File: src/rtl/lc3b_decode_stage.sv
// LC-3b decode stage: decodes into a control word, holds it in a one-entry
// pipeline register and stalls instructions that read registers with loads still in flight.
package lc3b_decode_pkg;

  typedef enum logic [2:0] {
    alu_add, alu_and, alu_not, alu_pass, alu_sll, alu_srl, alu_sra
  } lc3b_aluop;

  typedef struct packed {
    logic [3:0] opcode;
    lc3b_aluop  alu_op;
    logic       load_regfile;
    logic       load_cc;
    logic       load_mar;
    logic       load_mdr;
    logic       mem_read;
    logic       mem_write;
    logic       storemux_sel_two;
    logic [1:0] alumux_sel;
    logic [1:0] mdrmux_sel;
    logic [2:0] regfilemux_sel;
    logic [1:0] mem_byte_enable;
  } lc3b_control_word;

  localparam logic [3:0] op_br  = 4'b0000;
  localparam logic [3:0] op_add = 4'b0001;
  localparam logic [3:0] op_and = 4'b0101;
  localparam logic [3:0] op_ldr = 4'b0110;
  localparam logic [3:0] op_str = 4'b0111;
  localparam logic [3:0] op_not = 4'b1001;
  localparam logic [3:0] op_shf = 4'b1101;

endpackage

module lc3b_decode_stage
  import lc3b_decode_pkg::*;
#(
  parameter int unsigned WORD_W       = 16,
  parameter int unsigned LOAD_LAT     = 2,
  parameter int unsigned ILLEGAL_FLAG = 1,
  parameter int unsigned CNT_W        = 16
) (
  input  logic             clk,
  input  logic             reset_n,
  input  logic             in_valid,
  output logic             in_ready,
  input  logic [WORD_W-1:0] in_inst,
  input  logic [WORD_W-1:0] in_pc,
  input  logic             flush,
  output logic             out_valid,
  input  logic             out_ready,
  output logic [WORD_W-1:0] out_inst,
  output logic [WORD_W-1:0] out_pc,
  output lc3b_control_word out_ctrl,
  output logic             out_illegal,
  output logic [CNT_W-1:0]  stall_cycles
);

  localparam int unsigned NREG = 8;
  localparam int unsigned SB_W = 3;

  lc3b_control_word dec_ctrl;
  logic             dec_illegal;
  logic             dec_is_ldr;
  logic             use_a, use_b, use_all;
  logic [2:0]       src_a, src_b;
  logic [NREG-1:0]  pend;
  logic             hazard;
  logic             accept;

  logic [NREG-1:0][SB_W-1:0] cnt_q, cnt_d;
  logic                      valid_q, valid_d;
  logic [WORD_W-1:0]         inst_q, inst_d;
  logic [WORD_W-1:0]         pc_q, pc_d;
  lc3b_control_word          ctrl_q, ctrl_d;
  logic                      illegal_q, illegal_d;
  logic [CNT_W-1:0]          stall_q, stall_d;

  // Instruction decode and source-register selection.
  always_comb begin
    dec_ctrl                 = '0;
    dec_ctrl.opcode          = in_inst[15:12];
    dec_ctrl.mem_byte_enable = 2'b11;
    dec_ctrl.alu_op          = alu_add;
    dec_illegal              = 1'b0;
    dec_is_ldr               = 1'b0;
    src_a                    = in_inst[8:6];
    src_b                    = in_inst[2:0];
    use_a                    = 1'b0;
    use_b                    = 1'b0;
    use_all                  = 1'b0;
    case (in_inst[15:12])
      op_add, op_and: begin
        dec_ctrl.alu_op       = (in_inst[15:12] == op_and) ? alu_and : alu_add;
        dec_ctrl.load_regfile = 1'b1;
        dec_ctrl.load_cc      = 1'b1;
        if (in_inst[5]) dec_ctrl.alumux_sel = 2'b10;
        use_a                 = 1'b1;
        use_b                 = !in_inst[5];
      end
      op_not: begin
        dec_ctrl.alu_op       = alu_not;
        dec_ctrl.load_regfile = 1'b1;
        dec_ctrl.load_cc      = 1'b1;
        use_a                 = 1'b1;
      end
      op_ldr: begin
        dec_ctrl.alumux_sel     = 2'b01;
        dec_ctrl.load_mar       = 1'b1;
        dec_ctrl.mdrmux_sel     = 2'b01;
        dec_ctrl.load_mdr       = 1'b1;
        dec_ctrl.mem_read       = 1'b1;
        dec_ctrl.regfilemux_sel = 3'b001;
        dec_ctrl.load_regfile   = 1'b1;
        dec_ctrl.load_cc        = 1'b1;
        dec_is_ldr              = 1'b1;
        use_a                   = 1'b1;
      end
      op_str: begin
        dec_ctrl.alumux_sel       = 2'b01;
        dec_ctrl.load_mar         = 1'b1;
        dec_ctrl.mdrmux_sel       = 2'b11;
        dec_ctrl.storemux_sel_two = 1'b1;
        dec_ctrl.mem_write        = 1'b1;
        src_b                     = in_inst[11:9];
        use_a                     = 1'b1;
        use_b                     = 1'b1;
      end
      op_br: begin
        use_all = 1'b1;
      end
      op_shf: begin
        dec_ctrl.regfilemux_sel = 3'b101;
        dec_ctrl.load_regfile   = 1'b1;
        use_a                   = 1'b1;
      end
      default: begin
        dec_ctrl    = '0;
        dec_illegal = (ILLEGAL_FLAG != 0);
      end
    endcase
  end

  // Hazard detection and input handshake.
  always_comb begin
    for (int r = 0; r < NREG; r++) pend[r] = (cnt_q[r] != '0);
    hazard   = in_valid & ((use_a & pend[src_a]) | (use_b & pend[src_b]) | (use_all & (|pend)));
    in_ready = (!valid_q | out_ready) & !hazard & !flush;
    accept   = in_valid & in_ready;
  end

  // Load scoreboard: a fresh load overrides the countdown, flush clears everything.
  always_comb begin
    for (int r = 0; r < NREG; r++) begin
      cnt_d[r] = cnt_q[r];
      if (cnt_q[r] != '0) cnt_d[r] = cnt_q[r] - SB_W'(1);
      if (accept && dec_is_ldr && (in_inst[11:9] == 3'(r))) cnt_d[r] = SB_W'(LOAD_LAT);
      if (flush) cnt_d[r] = '0;
    end
  end

  // Output register and stall counter next state.
  always_comb begin
    valid_d   = valid_q;
    inst_d    = inst_q;
    pc_d      = pc_q;
    ctrl_d    = ctrl_q;
    illegal_d = illegal_q;
    stall_d   = stall_q;
    if (hazard && !flush && (stall_q != '1)) stall_d = stall_q + CNT_W'(1);
    if (flush) begin
      valid_d = 1'b0;
    end else if (accept) begin
      valid_d   = 1'b1;
      inst_d    = in_inst;
      pc_d      = in_pc;
      ctrl_d    = dec_ctrl;
      illegal_d = dec_illegal;
    end else if (out_ready) begin
      valid_d = 1'b0;
    end
  end

  always_ff @(posedge clk or negedge reset_n) begin
    if (!reset_n) begin
      cnt_q     <= '0;
      valid_q   <= 1'b0;
      inst_q    <= '0;
      pc_q      <= '0;
      ctrl_q    <= '0;
      illegal_q <= 1'b0;
      stall_q   <= '0;
    end else begin
      cnt_q     <= cnt_d;
      valid_q   <= valid_d;
      inst_q    <= inst_d;
      pc_q      <= pc_d;
      ctrl_q    <= ctrl_d;
      illegal_q <= illegal_d;
      stall_q   <= stall_d;
    end
  end

  assign out_valid    = valid_q;
  assign out_inst     = inst_q;
  assign out_pc       = pc_q;
  assign out_ctrl     = ctrl_q;
  assign out_illegal  = illegal_q;
  assign stall_cycles = stall_q;

endmodule

File: config.mk
export PLATFORM = sky130hd
export DESIGN_NAME = lc3b_decode_stage
export DESIGN_NICKNAME = d
export VERILOG_FILES = /design/src/rtl/lc3b_decode_stage.sv
export SDC_FILE = /design/constraint.sdc
export NUM_CORES = 1
export LEC_CHECK = 0
export CAP_MARGIN = 0
export CORE_UTILIZATION = 53
export DETAILED_ROUTE_END_ITERATION = 8
export GPL_ROUTABILITY_DRIVEN = 0
export PLACE_DENSITY = 0.84
export SYNTH_ARGS = -nofsm -noshare
export SYNTH_HDL_FRONTEND = slang
export SYNTH_SLANG_ARGS = --single-unit
File: constraint.sdc
create_clock -name clk -period 5.9 [get_ports clk]
set_clock_uncertainty 0.1 [all_clocks]
set_input_delay 1.18 -clock clk [delete_from_list [all_inputs] [get_ports clk]]
set_output_delay 1.18 -clock clk [all_outputs]
set_load 0.02 [all_outputs]
; ---- Word level (Yosys, flattened, before mapping)
; Cells that the tools add are included.
[word_totals]
register_bits = 97
in_bits = 37
out_inout_bits = 74
wordCells = 154
[classes]
addsub = 9
magnitude_cmp = 2
eq_ne = 14
mux = 50
bitwise = 11
reduce_logical = 42
[op_table]
columns = cell, n
row1 = two-way mux 3 bit, 25
row2 = nonzero test 3 bit, 17
row3 = subtractor 3 x 1 -> 3 bit (second input constant), 8
row4 = adder 16 x 1 -> 16 bit (second input constant), 1
row5 = != test 16 bit (second input constant), 1
row6 = two-way mux 1 bit, 13
row7 = == test 3 bit (second input constant), 4
row8 = == test 4 x 3 -> 1 bit (second input constant), 3
row9 = one-hot mux 2 bit (2 select lines), 3
row10 = logical AND 1 bit, 11
row11 = == test 4 bit (second input constant), 2
row12 = < comparator 3 x 4 -> 1 bit (second input constant), 2
row13 = two-way mux 2 bit, 4
row14 = OR reduction 8 bit, 1
row15 = AND 1 bit, 7
row16 = OR reduction 7 bit, 1
row17 = binary-select mux 1 bit (select 3 bit), 2
row18 = == test 3 x 2 -> 1 bit (second input constant), 2
row19 = one-hot mux 3 bit (2 select lines), 1
row20 = OR reduction 6 bit, 1
row21 = OR reduction 5 bit, 1
row22 = == test 4 x 1 -> 1 bit (second input constant), 1
row23 = zero test 1 bit, 4
row24 = zero test 4 bit, 1
row25 = 9 further kinds, 12

; ---- Longest topological paths before layout
[depth]
ltp_word = 16
mapped_depth = 11
depth_no_buf = 9

; ---- Least setup slack after synthesis
; No wires, ideal clock.
[synth_path]
kind = input to output
startpoint = in in_inst[12]
endpoint = out in_ready
arrival_ns = 2.982
required_time_ns = 4.620
setup_slack_ns = 1.638
path_stages = 9
path_cell_list = buf_6 and4b_1 buf_6 mux2_4 o2111ai_2 nand4bb_4 a21oi_4 nor2b_1 nor3b_1
[synth_via]
elab_chain_cells = 11
[synth_lines]
columns = item, line
row1 = from (decl), 47  ; input logic [WORD_W-1:0] in_inst,
row2 = == test 4 x 3 -> 1 bit, 92  ; case (in_inst[15:12])
row3 = two-way mux 3 bit, 92
row4 = binary-select mux 1 bit (select 3 bit), 147  ; hazard = in_valid & ((use_a & pend[src_a]) | (use_b & pend[src_b]) | (use_all & (|pend)));
row5 = two-way mux 1 bit (not written as such), 147
row6 = AND 1 bit, 147
row7 = bitwise OR 1 bit, 147
row8 = bitwise OR 1 bit *, 147
row9 = AND 1 bit *, 147
row10 = zero test 1 bit *, 148  ; in_ready = (!valid_q | out_ready) & !hazard & !flush;
row11 = AND 1 bit * (2 in series), 148
row12 = to (decl), 46  ; output logic in_ready,
; Every way passes the cells marked *; elsewhere a longest branch is shown, timed or not. The select of a mux whose other input is x is not followed.

; ---- Worst setup path after layout
[layout_path]
startpoint = in in_inst[13]
endpoint = out in_ready
; The elaborated chain is that of the path after synthesis.

==> metrics.cfg <==
[sta]
min_period_over_period = 0.940
setup_viol_count_final = 0
slew_headroom = 0.507
hold_viol_final = 0
drv_slew = 0
hold_slack_ps = 391
worst_slew_pin_slew_ps = 733
rsz0062_at_grt = no
fin_ws_ps = 354
tns_ps = 0
clock.fmax_mhz = 180
post-route-min-period_ps = 5550

[flow_run]
max_cap_viol_count = 0

[clocking]
cts-buffers-inserted = 9
cts_tree = yes
ctsHoldBuffers = 0
clk_latency_ps = 360
clock_sinks = 89
htreeDepth = 3
ctsRootBufferMaster = clkbuf_8
cts.clk_slew.worst_paths_ps = 100
post_cts_resized = 0
clock_path_buffers = 2
cts_setup_buffers = 0

[routing]
num_vias = 3480
viasPerCell = 5.54
wl_per_cell_um = 16.8
routed_wl_mm = 10.5
firstDrtPassIters = 7
final_antenna_net_count = 0
drt_iter0_markers = 137
route.detailed.drc = 16

[worst_setup_path]
cp_slowest_stage_delay_ps = 630
crit_path_start_kind = input pin
critPathKind = in2out
path_buf_inv = 2
cp.arrival_ps = 4270
rr_worst_depth = 10
path_depth = 9
crit_path_top_delay_cell = clkdlybuf4s50_1
cp-end-kind = output port
crit_chain = clkdlybuf4s50_1, and4b_1, mux2_4, o2111ai_2, nand4bb_4, a21oi_4, nor2b_1, nor3b_1, clkdlybuf4s50_1
crit_top_cell = clkdlybuf4s50_1
required_ps = 4620
critical_path.top_delay_family = buffers and inverters
critPathMaxFanout = 17

[floorplan]
chipWidth_um = 98.1
core_um2 = 8850
ios = 111
die_area_um2 = 9620
die_h_um = 98.1
rows = 34
initial_core_util = 0.553

[cells_and_area]
fillers = 608
syn_to_final_growth_pct = 26.3
final_nets = 569
layout_common_cells = 107 x clkdlybuf4s50_1, 89 x dfrtp_1, 38 x mux2_4, 21 x inv_1, 21 x nand2_1
instances_no_fill = 628
ff_latch_area_um2 = 2230
diodes = 0
multi_input_area_um2 = 2390
drive_above_1_share = 0.171
final_common_cell = clkdlybuf4s50_1

[synthesis]
synth-adder-area-share = 0.0435
synth.distinct_cells = 57
synth_compound_area_frac = 0.0898
synth_edf_count = 0
synth-simple-area-share = 0.152
syn_area_per_cell_um2 = 11.9
async_flop_share = 1.00
synth_xor_area_frac = 0.0430
ys.flop_type = dfrtp_1
synth_top_area_frac = 0.455
synth.largest_area_cell = dfrtp_1
ys_warn_count = 0
synthTopCellsByArea = dfrtp_1 46%, mux2_4 12%, ha_1 4.3%, mux2i_1 2.9%, xor2_1 2.5%
synth_area_um2 = 4890
ys_ff_latch = 89
postSynthCellCount = 411
synth_top_family_by_area = multiplexers
muxShareOfSynthArea = 0.157
seq_area_frac_synth = 0.455

[power_and_ir_drop]
leakage_nw = 2.70
power_density_nw_per_um2 = 437
swShare = 0.382
combPwrFrac = 0.501
switchingPower_mw = 1.03
max-vdd-ir-drop_mv = 0.181
power_frac_seq = 0.349
clkPwrFrac = 0.150
cellInternalPower_mw = 1.67

[placed_design]
dpl.cell_count = 612
dpl_worst_slack_ps = 363
place_hpwl_mm = 7.70
port_buffers = 108

[global_routing]
grt_max_degree = 49
grt_remaining_overflow = 0
grt_usage = 0.232
grt_pass1_vias = 3569
grt_pass1_wl_mm = 17.5
antenna_found_initial = 0

[worst_hold_path]
hold_depth = 1
hp-class = reg2reg

[run_status]
status = complete, but fails checks
violations = DRC

sequential cells by signal, summed over array words and instances, names as in the netlist:
name and cells:
cnt_q 24, out_ctrl 15, out_illegal 1, out_inst 16, out_pc 16, out_valid 1
stall_cycles 16
path summary, 6_finish.rpt:
kind,start,to,slack [ps]
worst max-delay path,in_inst[13],in_ready,350
worst min-delay path,out_ctrl[20]$_DFFE_PN0P_,out_ctrl[20]$_DFFE_PN0P_,390
worst max register to register,cnt_q[6]$_DFFE_PN0P_,cnt_q[0]$_DFFE_PN0P_,2590
worst min register to register,out_ctrl[20]$_DFFE_PN0P_,out_ctrl[20]$_DFFE_PN0P_,390
max in group asynchronous,reset_n,cnt_q[6]$_DFFE_PN0P_,4010
min in group asynchronous,reset_n,out_inst[2]$_DFFE_PN0P_,680
synthesized netlist by cell type, drive strengths merged (8+ instances only):
library cell,n
o21ai,18
nand2b,19
nor3b,9
xnor2,10
clkbuf,8
mux2,39
dfrtp,89
mux2i,14
inv,21
buf,19
nor2b,10
a211oi,12
nand2,21
nor2,13
nor3,12
ha,17
xor2,14
worst register-to-register path, delay by kind of cell, from the launching register on:
family | cells | cell delay, ps
AO/OA/AOI/OAI | 3 | 540
adder cells (fa/ha/maj) | 1 | 240
buffers and inverters | 2 | 410
flip-flops | 1 | 400
multiplexers | 2 | 730
AND/OR/NAND/NOR | 2 | 740
kinds of logic (layout without fill, tap and decap cells):
logic type	Yosys count	in the layout
and+or+nand+nor	119	119
DFF	89	89
AOI/OAI and AO/OA	58	58
muxes	55	55
buffers and inverters	48	156
xor gates and xnor gates	24	24
adders and majority gates	17	17
other	1	2
cell type report:
type	instances	area share
Inverter	21	0.0128
Sequential cell	89	0.361
Clock inverter	6	0.00810
Timing Repair Buffer	119	0.188
Multi-Input combinational cell	275	0.386
Tap cell	108	0.0219
Clock buffer	10	0.0223
through the flow:
step | instance area [um^2] | utilization | total power, mW
final | 6180 | 0.698 | 2.70
after global routing | 6180 | 0.698 | 2.86
after CTS | 6180 | 0.698 | 2.71
after detailed placement | 5990 | 0.677 | 2.30
after global placement | 5990 | 0.677 | 2.25
after floorplan | 4890 | - | 1.83
power by group through the flow:
stage	clock, mW	combinational (mW)	sequential (mW)
after floorplan	0	0.727	1.10
after global placement	0	1.31	0.941
after detailed placement	0	1.35	0.952
after CTS	0.412	1.36	0.940
after global routing	0.435	1.46	0.968
final	0.405	1.35	0.940
routing by layer:
layer,global-route usage,up-vias,routed length [um]
met5,0,-,0
met4,0.0991,0,293
met3,0.0494,21,639
met2,0.379,115,4990
met1,0.299,1695,4610
li1,-,1649,-
No activity file was read; power rests on OpenSTA's default activity.
